[src/rtl/switch_debouncer_pkg.sv]
// Shared constants and types for the switch debouncer.
// Macro DEBOUNCE_SYNC_EN selects a two-flop input synchronizer.
// Without it, a single sampling flop is used, for inputs already synchronous to Clock.
package switch_debouncer_pkg;

  // Stability counter width for real hardware (about 105 ms at 10 MHz).
  localparam int unsigned DEBOUNCE_WIDTH_DEFAULT = 20;
  // Short width so simulations reach a committed edge quickly.
  localparam int unsigned DEBOUNCE_WIDTH_SIM     = 2;

`ifdef DEBOUNCE_SYNC_EN
  localparam int unsigned DEBOUNCE_SYNC_DEPTH = 2;
`else
  localparam int unsigned DEBOUNCE_SYNC_DEPTH = 1;
`endif

  // Edge event produced when the debounced level commits.
  typedef enum logic [1:0] {
    EdgeNone = 2'b00,
    EdgeRise = 2'b01,
    EdgeFall = 2'b10
  } edge_e;

  // Classify the transition from the current level to the newly committed one.
  function automatic edge_e edge_of(input logic old_lvl, input logic new_lvl);
    if (!old_lvl && new_lvl) begin
      return EdgeRise;
    end else if (old_lvl && !new_lvl) begin
      return EdgeFall;
    end
    return EdgeNone;
  endfunction

endpackage

[src/rtl/switch_debouncer_sync_2ff.sv]
// Parameterizable-depth flop chain for a single-bit signal.
// Depth 2 is a metastability synchronizer; Depth 1 is a plain sampling flop.
// All stages clear on a synchronous active-high reset.
module sync_2ff #(
  parameter int unsigned Depth = 2
) (
  input  logic clk_i,
  input  logic rst_i,
  input  logic d_i,
  output logic q_o
);

  logic [Depth-1:0] sync_d, sync_q;

  // Shift the input one stage down the chain each cycle.
  always_comb begin
    sync_d    = '0;
    sync_d[0] = d_i;
    for (int i = 1; i < int'(Depth); i++) begin
      sync_d[i] = sync_q[i-1];
    end
  end

  // Chain register with synchronous clear.
  always_ff @(posedge clk_i) begin
    if (rst_i) begin
      sync_q <= '0;
    end else begin
      sync_q <= sync_d;
    end
  end

  assign q_o = sync_q[Depth-1];

endmodule

[src/rtl/switch_debouncer.sv]
// Switch debouncer: turns a noisy asynchronous pin into a clean level plus
// one-cycle Rise/Fall pulses. The level only changes after the sampled input
// has disagreed with it for 2^Width consecutive enabled cycles.
// Macro DEBOUNCE_SYNC_EN: defined gives a two-flop synchronizer, undefined a
// single sampling flop (one edge less latency).
module switch_debouncer
  import switch_debouncer_pkg::*;
#(
  parameter int unsigned Width = DEBOUNCE_WIDTH_DEFAULT
) (
  input  logic Clock,
  input  logic Reset,
  input  logic Enable,
  input  logic In,
  output logic Out,
  output logic Rise,
  output logic Fall
);

  localparam logic [Width-1:0] CntOne = Width'(1);
  localparam logic [Width-1:0] CntMax = '1;

  logic             in_sync;
  logic [Width-1:0] cnt_d, cnt_q;
  logic             out_d, out_q;
  logic             rise_d, rise_q;
  logic             fall_d, fall_q;
  edge_e            edge_ev;

  sync_2ff #(
    .Depth (DEBOUNCE_SYNC_DEPTH)
  ) u_sync (
    .clk_i (Clock),
    .rst_i (Reset),
    .d_i   (In),
    .q_o   (in_sync)
  );

  // Stability counter and level commit; any agreeing cycle restarts the count.
  always_comb begin
    cnt_d   = cnt_q;
    out_d   = out_q;
    edge_ev = EdgeNone;
    if (in_sync == out_q) begin
      cnt_d = '0;
    end else if (Enable) begin
      if (cnt_q == CntMax) begin
        // Terminal count commits the new level instead of wrapping.
        out_d   = in_sync;
        cnt_d   = '0;
        edge_ev = edge_of(out_q, in_sync);
      end else begin
        cnt_d = cnt_q + CntOne;
      end
    end
  end

  // Edge pulses are registered alongside the level they announce.
  always_comb begin
    rise_d = 1'b0;
    fall_d = 1'b0;
    unique case (edge_ev)
      EdgeRise: rise_d = 1'b1;
      EdgeFall: fall_d = 1'b1;
      default: ;
    endcase
  end

  // State register with synchronous active-high clear.
  always_ff @(posedge Clock) begin
    if (Reset) begin
      cnt_q  <= '0;
      out_q  <= 1'b0;
      rise_q <= 1'b0;
      fall_q <= 1'b0;
    end else begin
      cnt_q  <= cnt_d;
      out_q  <= out_d;
      rise_q <= rise_d;
      fall_q <= fall_d;
    end
  end

  assign Out  = out_q;
  assign Rise = rise_q;
  assign Fall = fall_q;

endmodule

[config.mk]
export PLATFORM = sky130hd
export DESIGN_NAME = switch_debouncer
export DESIGN_NICKNAME = d
export VERILOG_FILES = /design/src/rtl/switch_debouncer_pkg.sv /design/src/rtl/switch_debouncer_sync_2ff.sv /design/src/rtl/switch_debouncer.sv
export SDC_FILE = /design/constraint.sdc
export NUM_CORES = 1
export LEC_CHECK = 0
export ABC_AREA = 1
export CORE_MARGIN = 3
export CORE_UTILIZATION = 41
export CTS_CLUSTER_SIZE = 14
export DETAILED_ROUTE_END_ITERATION = 12
export GPL_TIMING_DRIVEN = 1
export PLACE_DENSITY_LB_ADDON = 0.05
export SETUP_SLACK_MARGIN = 0.4
export SLEW_MARGIN = 0
export SYNTH_ARGS = -nofsm -noshare
export SYNTH_HDL_FRONTEND = slang
export SYNTH_SLANG_ARGS = --single-unit
[constraint.sdc]
create_clock -name Clock -period 3.9 [get_ports Clock]
set_clock_uncertainty 0.05 [all_clocks]
set_input_delay 0.78 -clock Clock [delete_from_list [all_inputs] [get_ports Clock]]
set_output_delay 0.78 -clock Clock [all_outputs]
set_load 0.01 [all_outputs]
==> run_results.csv <==
group,metric,value,unit
outcome,status,"finished, final reports clean",
cts,clk_latency,0.31,ns
sta,whs,0.469,ns
logic_synthesis,synth_most_common_cell,"nand2_1",
sta,finalMaxSlewViolations,0,
sta,maxSlewHeadroom,0.670,
drt,drt_wl_total,2.50,mm
global_route,grt_pass1_wl,4.44,mm
setup_path,path_delay_family,"simple AND/OR/NAND/NOR gates",
placement,gp_congestion,0.816,
layout,nFillCells,314,
sta,fmax,452,MHz
sta,rsz0062_at_grt,"false",
worst_hold_path,holdPathStages,4,
drt,drc,0,
setup_path,cp_max_fo,10,
die,io_pins,7,
drt,wl_per_cell,10.4,µm
power_and_ir_drop,power,394,µW
logic_synthesis,syn_inst,188,
setup_path,crit_required,4.08,ns
sta,fin_crit_sh,0.568,
cts,ctsHtreeMaxLevel,1,
logic_synthesis,synth-edff-count,0,
logic_synthesis,synth_flop_cell,"dfxtp_1",
global_route,first_global_vias,1019,
cts,cts_root_buf,"clkbuf_4",
die,die_y,62.7,µm
power_and_ir_drop,p_per_area,270,mW/mm²
job,cap_violations,0,
drt,drtIter0Drc,57,
logic_synthesis,synth.avg_cell_area,7.01,µm²
logic_synthesis,synth_warnings,0,
logic_synthesis,synth_top_area_frac,0.365,
logic_synthesis,synth_cell_types,21,
power_and_ir_drop,peakVddDrop,0.163,mV
drt,vias,1093,
setup_path,critPathArrivalTime,2.39,ns
drt,first_pass_iters,4,
cts,cts_inserted_buffers,3,
layout,diodes,0,
drt,routed_via_density,4.57,
drt,ant_nets,0,
logic_synthesis,ys_ff_latch,24,
global_route,antenna_found_initial,0,
die,die_x,62.7,µm
cts,hold_buffers,0,
placement,portBuffers,6,
power_and_ir_drop,leakagePower,0.000548,µW
global_route,grt_max_degree,14,
logic_synthesis,synth-async-reset-ratio,0,
layout,syn_to_final_growth,10.7,%
worst_hold_path,worstHoldStart,"cnt_q[9]$_SDFFE_PP0P_",
logic_synthesis,netlist_area,0.00132,mm²
setup_path,cp_num_buf_inv,1,
die,core_area,0.00290,mm²
setup_path,reg2reg_to,"cnt_q[18]$_SDFFE_PP0P_",
layout,drive_above_1_share,0.117,
logic_synthesis,synth_commonest_cells,"nand2_1 (43), nor2_1 (39), inv_1 (28)",
sta,period_needed,2.21,ns
worst_hold_path,holdCritPathClass,"register to register",
setup_path,crit_chain,"clkdlybuf4s50_1 > nand2_4 > nor2_8 > nand3_4 > nor2_4 > nand2_1 > nand2_2 > nor2_1",
logic_synthesis,synthTopCellsByArea,"dfxtp_1 (36%), nand2_1 (12%), nor2_1 (11%)",
sta,fin_setup_tns,0,ns
die,die-area,0.00393,mm²
logic_synthesis,syn_nets,195,
setup_path,slowest_delay,0.78,ns
setup_path,reg2reg_depth,7,
sta,finalSetupViolCount,0,
cts,cts_sinks,24,
setup_path,cp-start-kind,"input port",
global_route,groute.usage.overall,0.137,
placement,dpl.hpwl,1.98,mm
sta,tightest_slew,0.493,ns
cts,cts_buffer_depth,2,
sta,hold_viol,0,
global_route,grt_overflow,0,
cts,cts_tree,"yes",
cts,clk_pin_slew,0.14,ns
setup_path,worstSetupPathType,"input port to register",
logic_synthesis,ys_seq_area_frac,0.365,
cts,cts-resized-gates,0,
cts,post-cts-setup-buffers,0,
setup_path,cp-end-kind,"register",
layout,nets,205,
setup_path,critPathSlowestCell,"clkdlybuf4s50_1",
die,start_util,0.454,
worst_hold_path,hold_end,"cnt_q[9]$_SDFFE_PP0P_",
die,rows,19,
setup_path,rr_startpoint,"Out$_SDFFE_PP0P_",
logic_synthesis,yosys.area.top_type,"dfxtp_1",
setup_path,r2r_slack,2.03,ns
[through the flow]
step	area, µm²	std cells	utilization	setup slack (ns)
after CTS	1460	239	0.503	1.66
after global routing	1460	239	0.503	1.54
after global placement	1420	235	0.491	1.40
after floorplan	1320	188	-	2.16
after detailed placement	1420	235	0.491	1.32
final	1460	239	0.503	1.69
[cells in the final DEF (no fill, tap or decap)]
master           count
inv_1               28
nand2_1             43
o21bai_1             1
nor2_1              39
nand3_1              8
nor2_4               4
nand4_1              7
nand3_4              2
clkbuf_8             1
inv_2                1
nor2_8               1
clkbuf_4             3
nand2_4              2
nor2_2               6
nand2_2              3
xor2_1               7
o21ai_0              1
nor3_1               3
clkdlybuf4s50_1      6
xnor2_1              1
dfxtp_1             24
a21oi_1              3
ha_1                 3
[state kept, by name, summed over array words and instances (netlist names)]
register and cells:
Rise 1, cnt_q 20, Out 1, u_sync.q_o 1, Fall 1
[cell type report]
class / instances / area, µm² / share of cell area
Inverter: 29 / 109 / 0.0746
Timing Repair Buffer: 6 / 60.1 / 0.0412
Tap cell: 42 / 52.6 / 0.0360
Sequential cell: 24 / 480 / 0.329
Multi-Input combinational cell: 134 / 721 / 0.494
Clock buffer: 4 / 36.3 / 0.0249
[layer usage]
metal  wire length, µm  track usage  part of all wire  up-vias
li1                  -            -                 -      593
met1              1240        0.179              0.50      486
met2              1160        0.230              0.46       10
met3                63       0.0234             0.025        4
met4                31       0.0413             0.012        0
met5                 0            0                 0        -
[worst max-delay path by stage]
stage / startpoint / end / slack, ns / cells past startpoint
after floorplan: Enable / cnt_q[15]$_SDFFE_PP0P_ / 2.16 / 8
after detailed placement: Enable / cnt_q[15]$_SDFFE_PP0P_ / 1.32 / 8
after CTS: Enable / cnt_q[15]$_SDFFE_PP0P_ / 1.66 / 8
after global routing: Enable / cnt_q[17]$_SDFFE_PP0P_ / 1.54 / 8
final: Enable / cnt_q[17]$_SDFFE_PP0P_ / 1.69 / 8
after global placement: Enable / cnt_q[17]$_SDFFE_PP0P_ / 1.40 / 8
[kinds of logic (layout without fill, tap and decap cells)]
group                      count (synthesis)  count (layout)  share of synthesized area
and+or+nand+nor                          118             118                      0.444
buffers and inverters                     30              39                     0.0883
DFF                                       24              24                      0.365
xor gates and xnor gates                   8               8                     0.0532
AOI/OAI and AO/OA                          5               5                     0.0209
adders and majority gates                  3               3                     0.0285
[power breakdown]
group | internal (µW) | leakage [µW] | switching, µW
clock | 57.0 | 0.0000210 | 76.1
sequential | 246 | 0.000194 | 0.779
combinational | 5.34 | 0.000333 | 9.00
[worst min-delay path: stages (launching register included)]
cell and delay [ns]:
dfxtp_1 0.33, inv_1 0.05, nand2_1 0.04, inv_1 0.04, nor2_1 0.03
Power figures use the tool's default switching activity.
